$ cat src/rtl/decode_fold.sv
// decode_fold
//   Streaming instruction decoder for the bfX core. Each accepted beat is
//   classified as dataCounter, data, io, branch or stop. A run of identical
//   foldable codes (0x0..0x3) collapses into one op that carries a repeat
//   count. After a stop is accepted the decoder halts until reset.
//
//   Two registered stages:
//     accumulator  (acc_v_q, acc_c_q, acc_cnt_q) - the op being built
//     output reg   (op_*_q)                      - the op shown to the consumer
//
// Ports
//   clk, rst         clock, asynchronous active-high reset
//   ix_valid/ix      instruction offer; only ix[3:0] is decoded
//   ix_ready         beat is accepted this cycle
//   flush            forces a pending foldable op out of the accumulator
//   op_valid/ready   output handshake
//   op_class         0 dataCounter, 1 data, 2 io, 3 branch
//   op_mode          ix[0] of the op
//   op_stop          op is the stop instruction
//   op_count         number of folded instructions (1 .. 2^CNT_W-1)
//   illegal          one-cycle pulse after an illegal code is accepted
//   halted           a stop has been accepted
module decode_fold #(
    parameter int unsigned IX_W  = 8,
    parameter int unsigned CNT_W = 8
) (
    input  logic             clk,
    input  logic             rst,
    input  logic             ix_valid,
    input  logic [IX_W-1:0]  ix,
    output logic             ix_ready,
    input  logic             flush,
    output logic             op_valid,
    input  logic             op_ready,
    output logic [1:0]       op_class,
    output logic             op_mode,
    output logic             op_stop,
    output logic [CNT_W-1:0] op_count,
    output logic             illegal,
    output logic             halted
);

    typedef enum logic {
        S_RUN,
        S_HALT
    } state_e;

    state_e             state_q, state_d;

    logic               acc_v_q, acc_v_d;
    logic [3:0]         acc_c_q, acc_c_d;
    logic [CNT_W-1:0]   acc_cnt_q, acc_cnt_d;

    logic               op_valid_q, op_valid_d;
    logic [1:0]         op_class_q, op_class_d;
    logic               op_mode_q, op_mode_d;
    logic               op_stop_q, op_stop_d;
    logic [CNT_W-1:0]   op_count_q, op_count_d;
    logic               illegal_q, illegal_d;

    logic [3:0]         code;
    logic               code_fold, code_illegal, code_stop;
    logic               acc_fold, cnt_max, out_free, merge, run;
    logic               accept, take_legal, load, drain, xfer;
    logic               unused_ix_hi;

    assign code         = ix[3:0];
    assign unused_ix_hi = ^ix[IX_W-1:4];

    always_comb begin
        code_fold    = (code[3:2] == 2'b00);
        code_illegal = (code > 4'h8);
        code_stop    = (code == 4'h8);
        acc_fold     = (acc_c_q[3:2] == 2'b00);
        cnt_max      = &acc_cnt_q;
        out_free     = ~op_valid_q | op_ready;
        merge        = acc_v_q & code_fold & (code == acc_c_q) & ~cnt_max;
        run          = (state_q == S_RUN);

        // Illegal codes are always accepted (and dropped) so they never stall
        ix_ready     = ~rst & run & (merge | ~acc_v_q | out_free | code_illegal);
        accept       = ix_valid & ix_ready;
        take_legal   = accept & ~code_illegal;
        load         = take_legal & ~merge;

        // Drain without a legal beat: foldable ops wait for flush unless halted
        drain        = ~take_legal & acc_v_q & out_free & (~run | ~acc_fold | flush);
        // A load with a full accumulator implies out_free through ix_ready
        xfer         = (load & acc_v_q) | drain;
    end

    always_comb begin
        state_d    = state_q;
        acc_v_d    = acc_v_q;
        acc_c_d    = acc_c_q;
        acc_cnt_d  = acc_cnt_q;
        op_valid_d = op_valid_q;
        op_class_d = op_class_q;
        op_mode_d  = op_mode_q;
        op_stop_d  = op_stop_q;
        op_count_d = op_count_q;
        illegal_d  = accept & code_illegal;

        if (take_legal & merge) begin
            acc_cnt_d = acc_cnt_q + CNT_W'(1);
        end else if (load) begin
            acc_v_d   = 1'b1;
            acc_c_d   = code;
            acc_cnt_d = CNT_W'(1);
        end else if (drain) begin
            acc_v_d   = 1'b0;
        end

        if (xfer) begin
            op_valid_d = 1'b1;
            op_class_d = acc_c_q[2:1];
            op_mode_d  = acc_c_q[0];
            op_stop_d  = (acc_c_q == 4'h8);
            op_count_d = acc_cnt_q;
        end else if (op_ready) begin
            op_valid_d = 1'b0;
        end

        if (load & code_stop) begin
            state_d = S_HALT;
        end
    end

    always_ff @(posedge clk or posedge rst) begin
        if (rst) begin
            state_q    <= S_RUN;
            acc_v_q    <= 1'b0;
            acc_c_q    <= '0;
            acc_cnt_q  <= '0;
            op_valid_q <= 1'b0;
            op_class_q <= '0;
            op_mode_q  <= 1'b0;
            op_stop_q  <= 1'b0;
            op_count_q <= '0;
            illegal_q  <= 1'b0;
        end else begin
            state_q    <= state_d;
            acc_v_q    <= acc_v_d;
            acc_c_q    <= acc_c_d;
            acc_cnt_q  <= acc_cnt_d;
            op_valid_q <= op_valid_d;
            op_class_q <= op_class_d;
            op_mode_q  <= op_mode_d;
            op_stop_q  <= op_stop_d;
            op_count_q <= op_count_d;
            illegal_q  <= illegal_d;
        end
    end

    assign op_valid = op_valid_q;
    assign op_class = op_class_q;
    assign op_mode  = op_mode_q;
    assign op_stop  = op_stop_q;
    assign op_count = op_count_q;
    assign illegal  = illegal_q;
    assign halted   = (state_q == S_HALT);

endmodule

$ cat config.mk
export PLATFORM = sky130hd
export DESIGN_NAME = decode_fold
export DESIGN_NICKNAME = d
export VERILOG_FILES = /design/src/rtl/decode_fold.sv
export SDC_FILE = /design/constraint.sdc
export NUM_CORES = 1
export LEC_CHECK = 0
export CAP_MARGIN = 25
export CORE_AREA = 8 8 50 93
export CTS_BUF_LIST = sky130_fd_sc_hd__clkbuf_16
export DETAILED_ROUTE_END_ITERATION = 7
export DIE_AREA = 0 0 58 101
export GPL_ROUTABILITY_DRIVEN = 0
export MAX_ROUTING_LAYER = met4
export PLACE_DENSITY_LB_ADDON = 0.08
export SETUP_SLACK_MARGIN = 0.4
export SLEW_MARGIN = 10
export SYNTH_ARGS = -nofsm -noshare
export SYNTH_HDL_FRONTEND = slang
export SYNTH_SLANG_ARGS = --single-unit
$ cat constraint.sdc
create_clock -name clk -period 3.2 [get_ports clk]
set_clock_uncertainty 0.2 [all_clocks]
set_input_delay 0.32 -clock clk [delete_from_list [all_inputs] [get_ports clk]]
set_output_delay 0.32 -clock clk [all_outputs]
set_load 0.01 [all_outputs]
==> results.txt, run 1 <==
setup repair after global routing missed its margin: no
post-placement cell area: 1810 sq um
CP arrival: 2.20 ns
clock period minus worst slack: 2.72 ns
Worst Setup EP: ix_ready
site row count: 31
total of fill cells in the finished design: 316
classification of the worst setup path: primary input to primary output
Setup TNS Final: 0 ns
R2R depth: 4
wire length of the first global-routing pass: 6450 microns
H-tree levels: 1
worst ir drop on vdd: 0.422 mV
Netlist cell types: 42
Hold-fix buffers, CTS: 0
longest individual stage delay on the worst path: 0.56 ns
insertion delay of the later-clocked pin in the worst-skew pair: 0.26 ns
number of inserted diodes: 0
syn avg cell area: 9.96 sq um
static leakage power: 0.000741 uW
maximum number of buffers from clock root to sink: 2
post-CTS clock slew at the launch and capture registers of the worst setup and hold paths: 0.07 ns
part of the Yosys area used for sequential elements: 46.9%
endpoint of the worst register-to-register path: acc_cnt_q[0]$_DFFE_PP0P_
cell with the largest stage delay on the worst path: sky130_fd_sc_hd__clkdlybuf4s50_1
largest area contributor in the netlist: sky130_fd_sc_hd__dfrtp_1
capturing element type of the critical path: primary output
initial core utilization: 42.8%
maximum number of pins on one net before global-route repair: 18
total power: 1290 uW
Post-route DRC: 0
vias after detailed routing: 1,319
area of the die: 5860 sq um
global router's overall resource usage: 14.4%
logic depth of the worst setup path including buffers: 6
CTS tree: yes
post-detailed-route count of antenna-violating nets: 0
Worst Tran Pin Value: 0.516 ns
layout-stage area growth over the synthesis result: 27.9%
critical path's most frequent cell: sky130_fd_sc_hd__clkdlybuf4s50_1
Fmax achieved: 368 MHz
Max FO, Critical Path: 6
Top Ports: 29
post-DR vias/cell: 6.16
DP HPWL: 2830 microns
Final Hold Viols: 0
post-route cell area: 1910 sq um
final routed wirelength across all metal layers: 3910 microns
Remaining Overflow, GRT: 0
number of placed cells counting well taps: 209
Synth area leaders: sky130_fd_sc_hd__dfrtp_1, sky130_fd_sc_hd__o32ai_1, sky130_fd_sc_hd__nand2_1
CP required: 2.68 ns
Post-synth EDFFs: 0
share of final-layout standard cells stronger than drive strength 1: 16.6%
DR iter-0 viols: 35
mean routed wirelength per cell: 18.3 microns
Finish-stage setup viols: 0
total iterations of the first detailed-routing run: 4
top flip-flop cell by instance count after synthesis: sky130_fd_sc_hd__dfrtp_1
series of cell instances along the critical path: clkdlybuf4s50_1 -> nor3b_1 -> and4_4 -> a21boi_2 -> nor3_1 -> clkdlybuf4s50_1
most frequent cells after synthesis: sky130_fd_sc_hd__dfrtp_1, sky130_fd_sc_hd__nand2_1, sky130_fd_sc_hd__inv_1
number of buffers inserted during clock tree synthesis: 3
Die Height: 101 microns
Yosys warning count: 0
placeable core region: 3490 sq um
most frequently used cell type in the post-synthesis netlist: sky130_fd_sc_hd__dfrtp_1
Crit path max-delay family: buffers and inverters
nets in the synthesized netlist: 164
post-layout worst setup margin: 0.479 ns
I/O Buffers: 24
initial antenna violation count: 0
CTS root buffer: sky130_fd_sc_hd__clkbuf_16
final worst path period share: 85.0%
startpoint class of the critical path: primary input
Total Nets Final: 196
worst flop-to-flop path startpoint: halted$_DFFE_PP0P_
Final Non-Filler Cells: 214
outcome: finished, final reports clean
share of async-settable or async-resettable flops after synthesis: 100%
clock sink count: 28
worst setup slack for register-to-register paths: 0.97 ns
Slew Viols, Final: 0
cell area after technology mapping: 1490 sq um
power density over the cells: 677 nW/um^2
Max Cap Violations: 0
die extent in x: 58 microns
worst min-delay path category: primary input to async pin
synthesis-stage register bit count: 28
Place WS: 0.386 ns
worst max-slew margin expressed relative to the limit: 65.5%
buffering stage count on the worst path with inverters included: 2
share of the synthesized area in the top cell type: 46.9%
worst setup path start: ix[3]
Post-Syn Instances: 150
vias in the first global route: 1,352
[power breakdown]
part / switching, uW / internal [uW] / leakage, uW / total (uW)
combinational: 195 / 251 / 0.000343 / 447
clock: 122 / 168 / 0.0000385 / 289
sequential: 89.5 / 468 / 0.000360 / 557
total: 407 / 887 / 0.000741 / 1290
[sequential cells by signal, summed over array words and instances (netlist names)]
signal,flops
acc_cnt_q,8
op_mode,1
op_valid,1
illegal,1
op_count,8
op_class,2
halted,1
op_stop,1
acc_c_q,4
acc_v_q,1
[layer usage]
metal | vias to the layer above | part of all wire, % | track usage, %
li1 | 631 | - | -
met1 | 642 | 43 | 16.8
met3 | 8 | 4.9 | 3.20
met4 | 0 | 2.2 | 7.60
met2 | 38 | 50 | 22.5
met5 | - | 0 | -
[worst min path at each step]
stage | startpoint | to | slack [ns] | cells past startpoint
finish | rst | illegal$_DFF_PP0_ | 0.25 | 2
global route | rst | acc_v_q$_DFFE_PP0P_ | 0.33 | 2
CTS | rst | acc_v_q$_DFFE_PP0P_ | 0.27 | 2
detailed placement | op_mode$_DFFE_PP0P_ | op_mode$_DFFE_PP0P_ | 0.32 | 2
global placement | op_count[0]$_DFFE_PP0P_ | op_count[0]$_DFFE_PP0P_ | 0.32 | 2
floorplan | rst | acc_c_q[0]$_DFFE_PP0P_ | 0.19 | 1
[cell usage in the layout (no fill, tap or decap), types with 2 or more instances in the layout]
master / netlist / layout
sky130_fd_sc_hd__o32ai_1: 10 / 10
sky130_fd_sc_hd__nor2_1: 6 / 6
sky130_fd_sc_hd__clkdlybuf4s50_1: 0 / 24
sky130_fd_sc_hd__o31ai_1: 2 / 2
sky130_fd_sc_hd__nor3_1: 5 / 5
sky130_fd_sc_hd__a21oi_1: 5 / 5
sky130_fd_sc_hd__buf_4: 0 / 10
sky130_fd_sc_hd__nor4_1: 2 / 2
sky130_fd_sc_hd__o22ai_1: 2 / 2
sky130_fd_sc_hd__a22o_1: 2 / 2
sky130_fd_sc_hd__mux2_2: 5 / 5
sky130_fd_sc_hd__a31oi_1: 2 / 2
sky130_fd_sc_hd__nor3b_1: 2 / 2
sky130_fd_sc_hd__dfrtp_1: 28 / 28
sky130_fd_sc_hd__xnor2_1: 2 / 2
sky130_fd_sc_hd__nand2_1: 17 / 17
sky130_fd_sc_hd__inv_1: 12 / 12
sky130_fd_sc_hd__o21ai_0: 2 / 2
sky130_fd_sc_hd__clkbuf_16: 0 / 3
sky130_fd_sc_hd__nand3_1: 5 / 5
sky130_fd_sc_hd__nand4_1: 2 / 2
sky130_fd_sc_hd__o221ai_1: 5 / 5
sky130_fd_sc_hd__o21a_1: 3 / 3
sky130_fd_sc_hd__o211ai_1: 5 / 5
[area by class of cell]
cell class              count  area [sq um]  share of cell area, %
multi-input cells         103           729                   38.2
flip-flops and latches     28           701                   36.7
repair buffers             34           315                   16.5
clock buffers               3          75.1                   3.93
clock inverters             1          3.75                  0.196
well taps                  33          41.3                   2.16
inverters                  12          45.0                   2.36
[timing repair]
action                     4_1_cts  5_1_grt
pin swaps                        0        0
buffers inserted                 0        1
setup endpoints to repair        1        1
gates resized for setup          3        2
[stage by stage]
stage	hold slack, ns	util (%)
2_1_floorplan	0.185	-
3_3_place_gp	0.319	51.9
3_5_place_dp	0.319	51.9
4_1_cts	0.266	54.4
5_1_grt	0.326	54.7
6_report	0.250	54.7
[cells by family (layout without fill, tap and decap cells)]
| group | Yosys count | count (layout) | share of synthesized area, % |
|---|---|---|---|
| AO/OA/AOI/OAI | 48 | 48 | 25.5 |
| AND/OR/NAND/NOR | 47 | 47 | 16.7 |
| adder cells (fa/ha/maj) | 1 | 1 | 0.837 |
| multiplexers | 5 | 5 | 3.77 |
| XOR/XNOR | 2 | 2 | 1.17 |
| flip-flops | 28 | 28 | 46.9 |
| buffers and inverters | 19 | 50 | 5.11 |
Note: power is estimated with default switching activity, not from simulation.
==> run 2: changes to the inputs <==
Settings changed: ABC_AREA set to 1, CORE_AREA 8 8 50 93 to 8 8 49 91, DIE_AREA 0 0 58 101 to 0 0 57 99.
==> results.txt, run 2 <==
worst min-delay path category: primary input to async pin
Yosys warning count: 0
most frequently used cell type in the post-synthesis netlist: sky130_fd_sc_hd__nand2_1
Netlist cell types: 25
Remaining Overflow, GRT: 0
placeable core region: 3300 sq um
utilization after layout: 53.8%
Synth area leaders: sky130_fd_sc_hd__dfrtp_1, sky130_fd_sc_hd__nand2_1, sky130_fd_sc_hd__nand3_1
largest area contributor in the netlist: sky130_fd_sc_hd__dfrtp_1
final routed wirelength across all metal layers: 2820 microns
clock sink count: 28
mean routed wirelength per cell: 12.8 microns
global-route met1 utilization: 12.3%
DP HPWL: 2130 microns
vias after detailed routing: 1,124
layout-stage area growth over the synthesis result: 24.9%
Fmax achieved: 392 MHz
hold slack: 0.0285 ns
total of fill cells in the finished design: 336
Post-route DRC: 0
Top Ports: 29
maximum number of buffers from clock root to sink: 2
CTS tree: yes
worst max-slew margin expressed relative to the limit: 71.4%
power density over the cells: 543 nW/um^2
part of the Yosys area used for sequential elements: 49.3%
Final Hold Viols: 0
share of final-layout standard cells stronger than drive strength 1: 13.8%
top flip-flop cell by instance count after synthesis: sky130_fd_sc_hd__dfrtp_1
post-DR vias/cell: 5.11
Hold-fix buffers, CTS: 0
clock period minus worst slack: 2.55 ns
syn avg cell area: 8.77 sq um
total iterations of the first detailed-routing run: 4
area of the die: 5640 sq um
insertion delay of the later-clocked pin in the worst-skew pair: 0.26 ns
logic depth of the worst setup path including buffers: 6
worst ir drop on vdd: 0.311 mV
longest individual stage delay on the worst path: 0.57 ns
cell with the largest stage delay on the worst path: sky130_fd_sc_hd__clkdlybuf4s50_1
maximum number of pins on one net before global-route repair: 28
P_sw: 223 uW
quantity of gates resized following cts: 0
R2R depth: 12
initial antenna violation count: 0
fraction of power consumed by the clock network: 37.8%
site row count: 30
commonest non-fill, non-tap cell in the layout: sky130_fd_sc_hd__nand2_1
most frequent cells after synthesis: sky130_fd_sc_hd__nand2_1, sky130_fd_sc_hd__dfrtp_1, sky130_fd_sc_hd__inv_1, sky130_fd_sc_hd__nand3_1
post-CTS clock slew at the launch and capture registers of the worst setup and hold paths: 0.07 ns
switching part of the total power: 23.1%
Setup TNS Final: 0 ns
Slew Viols, Final: 0
register share of total power: 43.1%
classification of the worst setup path: primary input to primary output
die extent in x: 57 microns
cell area after technology mapping: 1420 sq um
vias in the first global route: 1,175
Finish-stage setup viols: 0
capturing element type of the critical path: primary output
routing usage on met2: 19.0%
post-layout worst setup margin: 0.646 ns
Die Height: 99 microns
Max Cap Violations: 0
final worst path period share: 79.8%
total power: 963 uW
share of async-settable or async-resettable flops after synthesis: 100%
outcome: finished, final reports clean
worst setup slack for register-to-register paths: 0.84 ns
footprint of the multi-input gates: 618 sq um
wire length of the first global-routing pass: 5200 microns
global router's overall resource usage: 11.3%
series of cell instances along the critical path: clkdlybuf4s50_1 -> nor2_1 -> a21oi_2 -> nor2_1 -> a21boi_2 -> clkdlybuf4s50_1
initial core utilization: 43.0%
Logic pwr share: 19.0%
buffering stage count on the worst path with inverters included: 2
post-detailed-route count of antenna-violating nets: 0
Post-synth EDFFs: 0
CTS root buffer: sky130_fd_sc_hd__clkbuf_16
worst setup path start: ix[0]
Place WS: 0.528 ns
highest-count cells in the layout ignoring fill and taps: sky130_fd_sc_hd__nand2_1, sky130_fd_sc_hd__dfrtp_1, sky130_fd_sc_hd__clkdlybuf4s50_1
number of inserted diodes: 0
Total Nets Final: 203
Internal Dissipation: 740 uW
FF/Latch Area: 701 sq um
static leakage power: 0.000867 uW
GR met3 Demand/Resource: 2.57%
endpoint of the worst register-to-register path: op_class[0]$_DFFE_PP0P_
I/O Buffers: 24
number of buffers inserted during clock tree synthesis: 3
CP required: 2.68 ns
Setup Buffers After CTS: 0
Max FO, Critical Path: 4
H-tree levels: 1
share of the synthesized area in the top cell type: 49.3%
worst flop-to-flop path startpoint: acc_cnt_q[0]$_DFFE_PP0P_
Worst Setup EP: ix_ready
CP arrival: 2.03 ns
setup repair after global routing missed its margin: no
nets in the synthesized netlist: 176
layer with the highest usage: met2
Worst Tran Pin Value: 0.426 ns
Crit path max-delay family: buffers and inverters
synthesis-stage register bit count: 28
DR iter-0 viols: 29
Post-Syn Instances: 162
startpoint class of the critical path: primary input
run 2: cell types whose count changed after synthesis, moves of 9 or more:
cell,before,now
sky130_fd_sc_hd__nand2_1,17,43
sky130_fd_sc_hd__nand2_2,1,10
sky130_fd_sc_hd__nand3_1,5,17
sky130_fd_sc_hd__o32ai_1,10,0
run 2: metrics by stage:
step           cell area (sq um)  instances
5_1_grt                     1780        220
4_1_cts                     1780        220
2_1_floorplan               1420        162
3_5_place_dp                1670        216
3_3_place_gp                1670        216
6_report                    1780        220
run 2: routing by layer:
metal / vias to the layer above / wire length (microns) / share of wire, %
met5: - / 0 / 0
met4: 0 / 48 / 1.7
met3: 5 / 129 / 4.6
met2: 22 / 1430 / 51
met1: 522 / 1210 / 43
li1: 575 / - / -
run 2: cell type report:
class / instances / area share [%]
inverter: 17 / 3.59
clock inverter: 1 / 1.69
multi-input combinational: 114 / 34.8
timing repair buffer: 25 / 14.0
clock buffer: 3 / 4.23
sequential: 28 / 39.5
tap: 32 / 2.26
run 2: cell families (layout without fill, tap and decap cells):
family,after synthesis,count (layout),synth area share (%)
simple gates,94,94,33.8
flops,28,28,49.3
buf+inv,20,46,7.22
compound gates,15,15,6.34
xor+xnor,4,4,2.46
fa+ha+maj,1,1,0.880
run 2: power by group through the flow:
stage	registers, uW	logic (uW)	clock network, uW
3_3_place_gp	422	186	0
4_1_cts	416	189	374
5_1_grt	422	208	383
3_5_place_dp	422	188	0
2_1_floorplan	439	83.3	0
6_report	416	183	364
run 2: worst min path at each step:
stage                                          to                    start
after floorplan            acc_c_q[0]$_DFFE_PP0P_                      rst
after CTS                       illegal$_DFF_PP0_                      rst
after detailed placement  op_count[5]$_DFFE_PP0P_  op_count[5]$_DFFE_PP0P_
after global routing            illegal$_DFF_PP0_                      rst
final                           illegal$_DFF_PP0_                      rst
after global placement          illegal$_DFF_PP0_                      rst
